[config.mk]
export PLATFORM = sky130hd
export DESIGN_NAME = zero_io_channels_flat
export DESIGN_NICKNAME = d
export VERILOG_FILES = /design/src/rtl/zero_io_pkg.sv /design/src/rtl/zero_io_channels_if.sv /design/src/rtl/zero_io_fifo.sv /design/src/rtl/zero_io_channels.sv /design/src/flat_wrapper.sv
export SDC_FILE = /design/constraint.sdc
export NUM_CORES = 1
export LEC_CHECK = 0
export CAP_MARGIN = 20
export CELL_PAD_IN_SITES_DETAIL_PLACEMENT = 0
export CELL_PAD_IN_SITES_GLOBAL_PLACEMENT = 1
export CORE_MARGIN = 3
export CORE_UTILIZATION = 35
export DETAILED_ROUTE_END_ITERATION = 12
export PLACE_DENSITY = 0.6
export SYNTH_ARGS = -nofsm -noshare
export SYNTH_HDL_FRONTEND = slang
export SYNTH_SLANG_ARGS = --single-unit
[constraint.sdc]
create_clock -name clock -period 7.3 [get_ports clock]
set_clock_uncertainty 0.1 [all_clocks]
set_input_delay 1.095 -clock clock [delete_from_list [all_inputs] [get_ports clock]]
set_output_delay 1.095 -clock clock [all_outputs]
set_load 0.02 [all_outputs]
[src/rtl/zero_io_pkg.sv]
// zero_io_pkg: definitions shared by the Zero multi-channel I/O unit.
//   io_op_t         machine-side command opcodes (in, out, inSize, outFree)
//   ERR_*           values carried on the err pulse
//   RSP_BAD_CHAN    rsp_data returned for an out-of-range channel
//   chan_w()        channel index width, never less than 1 bit
package zero_io_pkg;

  typedef enum logic [1:0] {
    IO_IN      = 2'd0,
    IO_OUT     = 2'd1,
    IO_INSIZE  = 2'd2,
    IO_OUTFREE = 2'd3
  } io_op_t;

  localparam logic ERR_NONE     = 1'b0;
  localparam logic ERR_BAD_CHAN = 1'b1;
  localparam int   RSP_BAD_CHAN = 0;

  // A single channel still needs a 1-bit index field.
  function automatic int chan_w(input int n);
    return (n > 1) ? $clog2(n) : 1;
  endfunction

endpackage

[src/rtl/zero_io_channels_if.sv]
// zero_io_channels_if: command/response port and external stream bundle.
//   cmd_*         machine command (valid/ready), opcode, channel, out data
//   rsp_*, err    one-cycle result pulse and bad-channel flag
//   ext_in_*      per-channel input streams, channel c at [c*WIDTH +: WIDTH]
//   ext_out_*     per-channel output streams, same packing
// master drives commands and external streams; slave is the I/O unit.
interface zero_io_channels_if #(
  parameter int WIDTH = 12,
  parameter int NCHAN = 2
);
  import zero_io_pkg::*;

  localparam int CW = chan_w(NCHAN);

  logic                   cmd_valid;
  logic                   cmd_ready;
  io_op_t                 cmd_op;
  logic [CW-1:0]          cmd_chan;
  logic [WIDTH-1:0]       cmd_data;
  logic                   rsp_valid;
  logic [WIDTH-1:0]       rsp_data;
  logic                   err;
  logic [NCHAN-1:0]       ext_in_valid;
  logic [NCHAN*WIDTH-1:0] ext_in_data;
  logic [NCHAN-1:0]       ext_in_ready;
  logic [NCHAN-1:0]       ext_out_valid;
  logic [NCHAN*WIDTH-1:0] ext_out_data;
  logic [NCHAN-1:0]       ext_out_ready;

  modport master (
    output cmd_valid, cmd_op, cmd_chan, cmd_data,
    output ext_in_valid, ext_in_data, ext_out_ready,
    input  cmd_ready, rsp_valid, rsp_data, err,
    input  ext_in_ready, ext_out_valid, ext_out_data
  );

  modport slave (
    input  cmd_valid, cmd_op, cmd_chan, cmd_data,
    input  ext_in_valid, ext_in_data, ext_out_ready,
    output cmd_ready, rsp_valid, rsp_data, err,
    output ext_in_ready, ext_out_valid, ext_out_data
  );

endinterface

[src/rtl/zero_io_fifo.sv]
// zero_io_fifo: DEPTH-entry synchronous FIFO with a combinational head.
//   clock, reset   rising-edge clock, synchronous active-high reset
//   push/push_data write one entry (ignored while full)
//   pop            drop the head entry (ignored while empty)
//   head           current head entry, meaningful while !empty
//   count          occupancy 0..DEPTH; full/empty decoded from it
module zero_io_fifo #(
  parameter int WIDTH = 12,
  parameter int DEPTH = 8
) (
  input  logic                       clock,
  input  logic                       reset,
  input  logic                       push,
  input  logic [WIDTH-1:0]           push_data,
  input  logic                       pop,
  output logic [WIDTH-1:0]           head,
  output logic [$clog2(DEPTH+1)-1:0] count,
  output logic                       full,
  output logic                       empty
);
  localparam int AW = $clog2(DEPTH);
  localparam int SW = $clog2(DEPTH+1);

  logic [WIDTH-1:0] r_mem [DEPTH];
  logic [AW-1:0]    r_wr_ptr;
  logic [AW-1:0]    r_rd_ptr;
  logic [SW-1:0]    r_count;
  logic             w_do_push;
  logic             w_do_pop;

  assign full      = (r_count == SW'(DEPTH));
  assign empty     = (r_count == '0);
  assign count     = r_count;
  assign head      = r_mem[r_rd_ptr];
  assign w_do_push = push && !full;
  assign w_do_pop  = pop && !empty;

  // Storage carries no reset so it can map onto distributed RAM.
  always_ff @(posedge clock) begin
    if (w_do_push) begin
      r_mem[r_wr_ptr] <= push_data;
    end
  end

  // DEPTH is a power of two, so the pointers wrap by plain overflow.
  always_ff @(posedge clock) begin
    if (reset) begin
      r_wr_ptr <= '0;
      r_rd_ptr <= '0;
      r_count  <= '0;
    end else begin
      if (w_do_push) r_wr_ptr <= r_wr_ptr + 1'b1;
      if (w_do_pop)  r_rd_ptr <= r_rd_ptr + 1'b1;
      case ({w_do_push, w_do_pop})
        2'b10:   r_count <= r_count + 1'b1;
        2'b01:   r_count <= r_count - 1'b1;
        default: r_count <= r_count;
      endcase
    end
  end

endmodule

[src/rtl/zero_io_channels.sv]
// zero_io_channels: NCHAN input and NCHAN output FIFO channels for the Zero
// machine, serving the in / out / inSize / outFree instructions.
//   clock, reset  rising-edge clock, synchronous active-high reset
//   io (slave)    command/response port plus external valid/ready streams
// Responses (in, inSize, outFree, bad channel) appear exactly one cycle after
// acceptance; out produces no response.
module zero_io_channels
  import zero_io_pkg::*;
#(
  parameter int WIDTH = 12,
  parameter int NCHAN = 2,
  parameter int DEPTH = 8
) (
  input  logic              clock,
  input  logic              reset,
  zero_io_channels_if.slave io
);
  localparam int              CW      = chan_w(NCHAN);
  localparam int              SW      = $clog2(DEPTH+1);
  localparam logic [CW:0]     NCHAN_C = (CW+1)'(NCHAN);
  localparam logic [SW-1:0]   DEPTH_C = SW'(DEPTH);

  logic [WIDTH-1:0]       w_in_head  [NCHAN];
  logic [SW-1:0]          w_in_count [NCHAN];
  logic [SW-1:0]          w_out_count[NCHAN];
  logic [NCHAN-1:0]       w_in_full, w_in_empty, w_in_pop;
  logic [NCHAN-1:0]       w_out_full, w_out_empty, w_out_push, w_out_pop;
  logic [NCHAN*WIDTH-1:0] w_ext_out_data;

  logic             w_chan_ok;
  logic [CW-1:0]    w_chan;
  logic             w_cmd_ready;
  logic             w_accept;
  logic             w_rsp_valid_next;
  logic [WIDTH-1:0] w_rsp_data_next;
  logic             w_err_next;
  logic             r_rsp_valid;
  logic [WIDTH-1:0] r_rsp_data;
  logic             r_err;

  // Out-of-range channels are steered to channel 0 for lookups only; every
  // FIFO side effect is additionally gated by w_chan_ok.
  assign w_chan_ok = ({1'b0, io.cmd_chan} < NCHAN_C);
  assign w_chan    = w_chan_ok ? io.cmd_chan : '0;
  assign w_accept  = io.cmd_valid && w_cmd_ready;

  // Ready looks only at registered FIFO state: no bypass of a same-cycle
  // external push into an empty input or pop from a full output.
  always_comb begin
    w_cmd_ready = 1'b1;
    if (w_chan_ok) begin
      case (io.cmd_op)
        IO_IN:   w_cmd_ready = !w_in_empty[w_chan];
        IO_OUT:  w_cmd_ready = !w_out_full[w_chan];
        default: w_cmd_ready = 1'b1;
      endcase
    end
  end

  for (genvar gi = 0; gi < NCHAN; gi++) begin : g_chan
    assign w_in_pop[gi]   = w_accept && w_chan_ok && (io.cmd_op == IO_IN)  && (w_chan == CW'(gi));
    assign w_out_push[gi] = w_accept && w_chan_ok && (io.cmd_op == IO_OUT) && (w_chan == CW'(gi));
    assign w_out_pop[gi]  = io.ext_out_ready[gi] && !w_out_empty[gi];

    zero_io_fifo #(.WIDTH(WIDTH), .DEPTH(DEPTH)) u_in_fifo (
      .clock     (clock),
      .reset     (reset),
      .push      (io.ext_in_valid[gi]),
      .push_data (io.ext_in_data[gi*WIDTH +: WIDTH]),
      .pop       (w_in_pop[gi]),
      .head      (w_in_head[gi]),
      .count     (w_in_count[gi]),
      .full      (w_in_full[gi]),
      .empty     (w_in_empty[gi])
    );

    zero_io_fifo #(.WIDTH(WIDTH), .DEPTH(DEPTH)) u_out_fifo (
      .clock     (clock),
      .reset     (reset),
      .push      (w_out_push[gi]),
      .push_data (io.cmd_data),
      .pop       (w_out_pop[gi]),
      .head      (w_ext_out_data[gi*WIDTH +: WIDTH]),
      .count     (w_out_count[gi]),
      .full      (w_out_full[gi]),
      .empty     (w_out_empty[gi])
    );
  end

  assign io.cmd_ready     = w_cmd_ready;
  assign io.ext_in_ready  = ~w_in_full;
  assign io.ext_out_valid = ~w_out_empty;
  assign io.ext_out_data  = w_ext_out_data;

  // rsp_data holds its last value between responses to avoid needless toggling.
  always_comb begin
    w_rsp_valid_next = 1'b0;
    w_rsp_data_next  = r_rsp_data;
    w_err_next       = ERR_NONE;
    if (w_accept) begin
      if (!w_chan_ok) begin
        w_rsp_valid_next = 1'b1;
        w_rsp_data_next  = WIDTH'(RSP_BAD_CHAN);
        w_err_next       = ERR_BAD_CHAN;
      end else begin
        case (io.cmd_op)
          IO_IN: begin
            w_rsp_valid_next = 1'b1;
            w_rsp_data_next  = w_in_head[w_chan];
          end
          IO_INSIZE: begin
            w_rsp_valid_next = 1'b1;
            w_rsp_data_next  = WIDTH'(w_in_count[w_chan]);
          end
          IO_OUTFREE: begin
            w_rsp_valid_next = 1'b1;
            w_rsp_data_next  = WIDTH'(DEPTH_C - w_out_count[w_chan]);
          end
          default: w_rsp_valid_next = 1'b0;
        endcase
      end
    end
  end

  always_ff @(posedge clock) begin
    if (reset) begin
      r_rsp_valid <= 1'b0;
      r_rsp_data  <= '0;
      r_err       <= 1'b0;
    end else begin
      r_rsp_valid <= w_rsp_valid_next;
      r_rsp_data  <= w_rsp_data_next;
      r_err       <= w_err_next;
    end
  end

  assign io.rsp_valid = r_rsp_valid;
  assign io.rsp_data  = r_rsp_data;
  assign io.err       = r_err;

endmodule

[src/flat_wrapper.sv]
// flat-port wrapper written by rule: the top's interface ports become plain ports
module zero_io_channels_flat import zero_io_pkg::*;
#(
  parameter int WIDTH = 12,
  parameter int NCHAN = 2,
  parameter int DEPTH = 8
)
  (clock, reset, io_cmd_valid, io_cmd_op, io_cmd_chan, io_cmd_data, io_ext_in_valid, io_ext_in_data, io_ext_out_ready, io_cmd_ready, io_rsp_valid, io_rsp_data, io_err, io_ext_in_ready, io_ext_out_valid, io_ext_out_data);
  zero_io_channels_if #(.WIDTH(WIDTH), .NCHAN(NCHAN)) io_i ();
  input  logic clock;
  input  logic reset;
  input wire logic [$bits(io_i.cmd_valid)-1:0] io_cmd_valid;
  input wire logic [$bits(io_i.cmd_op)-1:0] io_cmd_op;
  input wire logic [$bits(io_i.cmd_chan)-1:0] io_cmd_chan;
  input wire logic [$bits(io_i.cmd_data)-1:0] io_cmd_data;
  input wire logic [$bits(io_i.ext_in_valid)-1:0] io_ext_in_valid;
  input wire logic [$bits(io_i.ext_in_data)-1:0] io_ext_in_data;
  input wire logic [$bits(io_i.ext_out_ready)-1:0] io_ext_out_ready;
  output wire logic [$bits(io_i.cmd_ready)-1:0] io_cmd_ready;
  output wire logic [$bits(io_i.rsp_valid)-1:0] io_rsp_valid;
  output wire logic [$bits(io_i.rsp_data)-1:0] io_rsp_data;
  output wire logic [$bits(io_i.err)-1:0] io_err;
  output wire logic [$bits(io_i.ext_in_ready)-1:0] io_ext_in_ready;
  output wire logic [$bits(io_i.ext_out_valid)-1:0] io_ext_out_valid;
  output wire logic [$bits(io_i.ext_out_data)-1:0] io_ext_out_data;
  assign io_i.cmd_valid = io_cmd_valid;
  assign io_i.cmd_op = io_cmd_op;
  assign io_i.cmd_chan = io_cmd_chan;
  assign io_i.cmd_data = io_cmd_data;
  assign io_i.ext_in_valid = io_ext_in_valid;
  assign io_i.ext_in_data = io_ext_in_data;
  assign io_i.ext_out_ready = io_ext_out_ready;
  assign io_cmd_ready = io_i.cmd_ready;
  assign io_rsp_valid = io_i.rsp_valid;
  assign io_rsp_data = io_i.rsp_data;
  assign io_err = io_i.err;
  assign io_ext_in_ready = io_i.ext_in_ready;
  assign io_ext_out_valid = io_i.ext_out_valid;
  assign io_ext_out_data = io_i.ext_out_data;
  zero_io_channels #(.WIDTH(WIDTH), .NCHAN(NCHAN), .DEPTH(DEPTH)) u_core (.clock(clock), .reset(reset), .io(io_i));
endmodule
==> results.cfg <==
[cts]
cts_max_level = 2
post_cts_resize_count = 0
post_cts_buffers = 0
path_clk_slew_ns = 0.06
cts-root-buf = clkbuf_16
cts_tree = built
cts_inserted_buffers = 48
cts_hold_buf = 0
clock_latency_ns = 0.57
clockBufferDepth = 3
cts_sinks = 449

[placed_design]
place_inst = 1746
gp_congestion = 0.724
place_hpwl_microns = 22900
port_buffers = 87

[floorplanning]
io_pins = 89
dieArea_sq_um = 54000
die_h_microns = 232
fp.dieW_microns = 232
rows = 82
initial_core_util = 0.356
core_area_sq_um = 50400

[sta]
setup_viol_count_final = 0
worst_slew_pin_slew_ns = 1.03
min_period_over_period = 0.600
period_minus_slack_ns = 4.38
slew-limit-headroom = 0.310
rsz0062_at_grt = false
final_max_slew_viol_count = 0
max_freq_mhz = 228
setup_tns_ns = 0
hold_viol = 0

[worst_hold_path]
hp-class = flop to flop
hold_depth = 2
min_from = u_core.g_chan[1].u_out_fifo.r_wr_ptr[0]$_SDFFE_PP0P_

[finish]
antennaDiodeCount = 0
nFillCells = 4509
fin_cells = 1837
fin_nets = 1197
syn2layout_area_growth_pct = 18.2
seqCellArea_sq_um = 12800
drive_gt1_frac = 0.221
multi_input_area_sq_um = 4890

[worst_setup_path]
critPathTopFamily = buffers and inverters
worst-path-stages = 8
slowest_delay_ns = 0.60
rr_worst_depth = 10
critPathRequiredTime_ns = 6.11
path_class = input port to primary output
crit_chain = clkdlybuf4s50_1, buf_4, o41ai_1, o21ai_0, nor2_1, a21oi_1, or2_2, clkdlybuf4s50_1
worstReg2RegStart = u_core.g_chan[1].u_out_fifo.count[0]$_SDFFE_PP0P_
cp.arrival_ns = 3.19
worstSetupStartpoint = io_cmd_chan
start_kind = input port
crit_path_frequent_cell = clkdlybuf4s50_1
critical_path_buf_inv_count = 3
worst-path-max-fanout = 30
cp_slowest_cell = clkdlybuf4s50_1
cp-end-kind = primary output

[drt]
drtAntennaViolNets = 0
wl_per_cell_microns = 20.3
dr.first_iter.drc_count = 501
vias = 9081
drc_errors = 0
routed_wl_microns = 37300
drtPass1Iterations = 4
viasPerCell = 4.94

[global_route]
grt_pass1_wl_microns = 57400
grt_pass1_vias = 9312
antenna_found_initial = 1
overflow = 0
gr-usage-all-layers = 0.140
grt_max_degree = 52

[synthesis]
ys_ff_latch = 449
synthArstFlopShare = 0
synthTopCellsByArea = edfxtp_1, mux4_2, dfxtp_1
synth_edf_count = 384
netlist_area_sq_um = 17900
avgSynthCellArea_sq_um = 17.9
yosys_most_used_dff = edfxtp_1
yosysSeqAreaShare = 0.715
syn-num-nets = 1071
ys.warnings.count = 0
ys_types = 59
synthCells = 1004
yosys-top-cells-count = edfxtp_1, mux4_2, dfxtp_1, nor2_1, mux2_2
yosysTopAreaCell = edfxtp_1
synth_top_area_share = 0.642
yosysMostFrequentCell = edfxtp_1

[power_and_ir_drop]
p_per_area_nw_per_um2 = 267
ir_drop_mv = 0.189
leakagePower_nw = 6.72

[run]
maxCapViolCount = 0

[run_status]
status = finished clean
==> kinds of logic (layout without fill, tap and decap cells) <==
logic type | count (synthesis) | after routing | synth area share
compound gates | 102 | 102 | 0.0422
fa+ha+maj | 21 | 21 | 0.0146
flops | 449 | 449 | 0.715
other cells | 1 | 1 | 0.000209
simple gates | 186 | 186 | 0.0521
buf+inv | 55 | 216 | 0.0171
mux | 160 | 160 | 0.144
xor+xnor | 30 | 30 | 0.0146
==> cell usage in the layout, fill, tap and decap left out, drive strengths merged, types with 7 or more instances in the layout <==
cell           netlist  layout
edfxtp             384     384
clkdlybuf4s50        0      86
mux4                74      74
nor2                65      65
dfxtp               65      65
clkbuf              14      61
mux2                48      48
buf                 36      40
mux2i               38      38
nand2               33      33
nor3                26      26
a21oi               22      22
xor2                21      21
ha                  21      21
clkinv               1      19
o22ai               16      16
o21ai               16      16
nand2b              14      14
a211oi              13      13
nor2b               11      11
nand3                9       9
xnor2                9       9
a221o                8       8
nor4                 8       8
o221a                7       7
==> worst register-to-register path, delay by kind of cell, from the launching register on <==
family	cells	cell delay, ns
compound gates	2	0.29
flops	1	0.38
xor+xnor	2	0.27
fa+ha+maj	2	0.50
simple gates	4	1.38
==> routing by layer <==
metal / routed length [microns] / track usage / vias to the layer above
met2: 18200 / 0.232 / 168
met4: 616 / 0.0373 / 2
met1: 17000 / 0.190 / 4620
met3: 1550 / 0.0267 / 48
met5: 12 / 0 / -
li1: - / - / 4243
==> state kept, by name, summed over array words and instances, names as in the netlist, named ones only <==
register / count
u_core.g_chan.u_in_fifo.count: 8
u_core.g_chan.u_in_fifo.r_mem: 192
u_core.io.rsp_data: 12
u_core.g_chan.u_out_fifo.count: 8
u_core.g_chan.u_out_fifo.r_wr_ptr: 6
u_core.g_chan.u_out_fifo.r_mem: 192
u_core.g_chan.u_in_fifo.r_wr_ptr: 6
u_core.g_chan.u_out_fifo.r_rd_ptr: 6
u_core.io.rsp_valid: 1
u_core.g_chan.u_in_fifo.r_rd_ptr: 6
==> path summary, 6_finish.rpt <==
check	end	slack (ns)
hold reg to reg	u_core.g_chan[1].u_out_fifo.r_wr_ptr[0]$_SDFFE_PP0P_	0.39
hold / removal	u_core.g_chan[1].u_out_fifo.r_wr_ptr[0]$_SDFFE_PP0P_	0.39
setup reg to reg	u_core.g_chan[1].u_out_fifo.count[2]$_SDFFE_PP0P_	4.31
setup / recovery	io_cmd_ready	2.92
==> area by class of cell <==
class | instances | share of cell area
Clock buffer | 61 | 0.0599
Clock inverter | 24 | 0.00884
Inverter | 5 | 0.000884
Multi-Input combinational cell | 500 | 0.230
Sequential cell | 449 | 0.605
Tap cell | 672 | 0.0396
Timing Repair Buffer | 126 | 0.0559
==> through the flow <==
stage	hold slack, ns	setup WS [ns]	cell area (sq um)	util	power [mW]
after floorplan	0.362	3.82	17900	-	3.25
after global placement	0.379	2.94	19700	0.391	3.46
after detailed placement	0.383	2.94	19700	0.391	3.46
after CTS	0.392	2.93	21200	0.420	5.75
after global routing	0.427	2.83	21200	0.421	5.90
final	0.391	2.92	21200	0.421	5.66
==> power by group <==
group | total (mW) | internal, mW | switching, mW
registers | 2.88 | 2.84 | 0.0413
clock network | 2.27 | 1.33 | 0.942
logic | 0.517 | 0.246 | 0.271
Note: power is estimated with default switching activity, not from simulation.
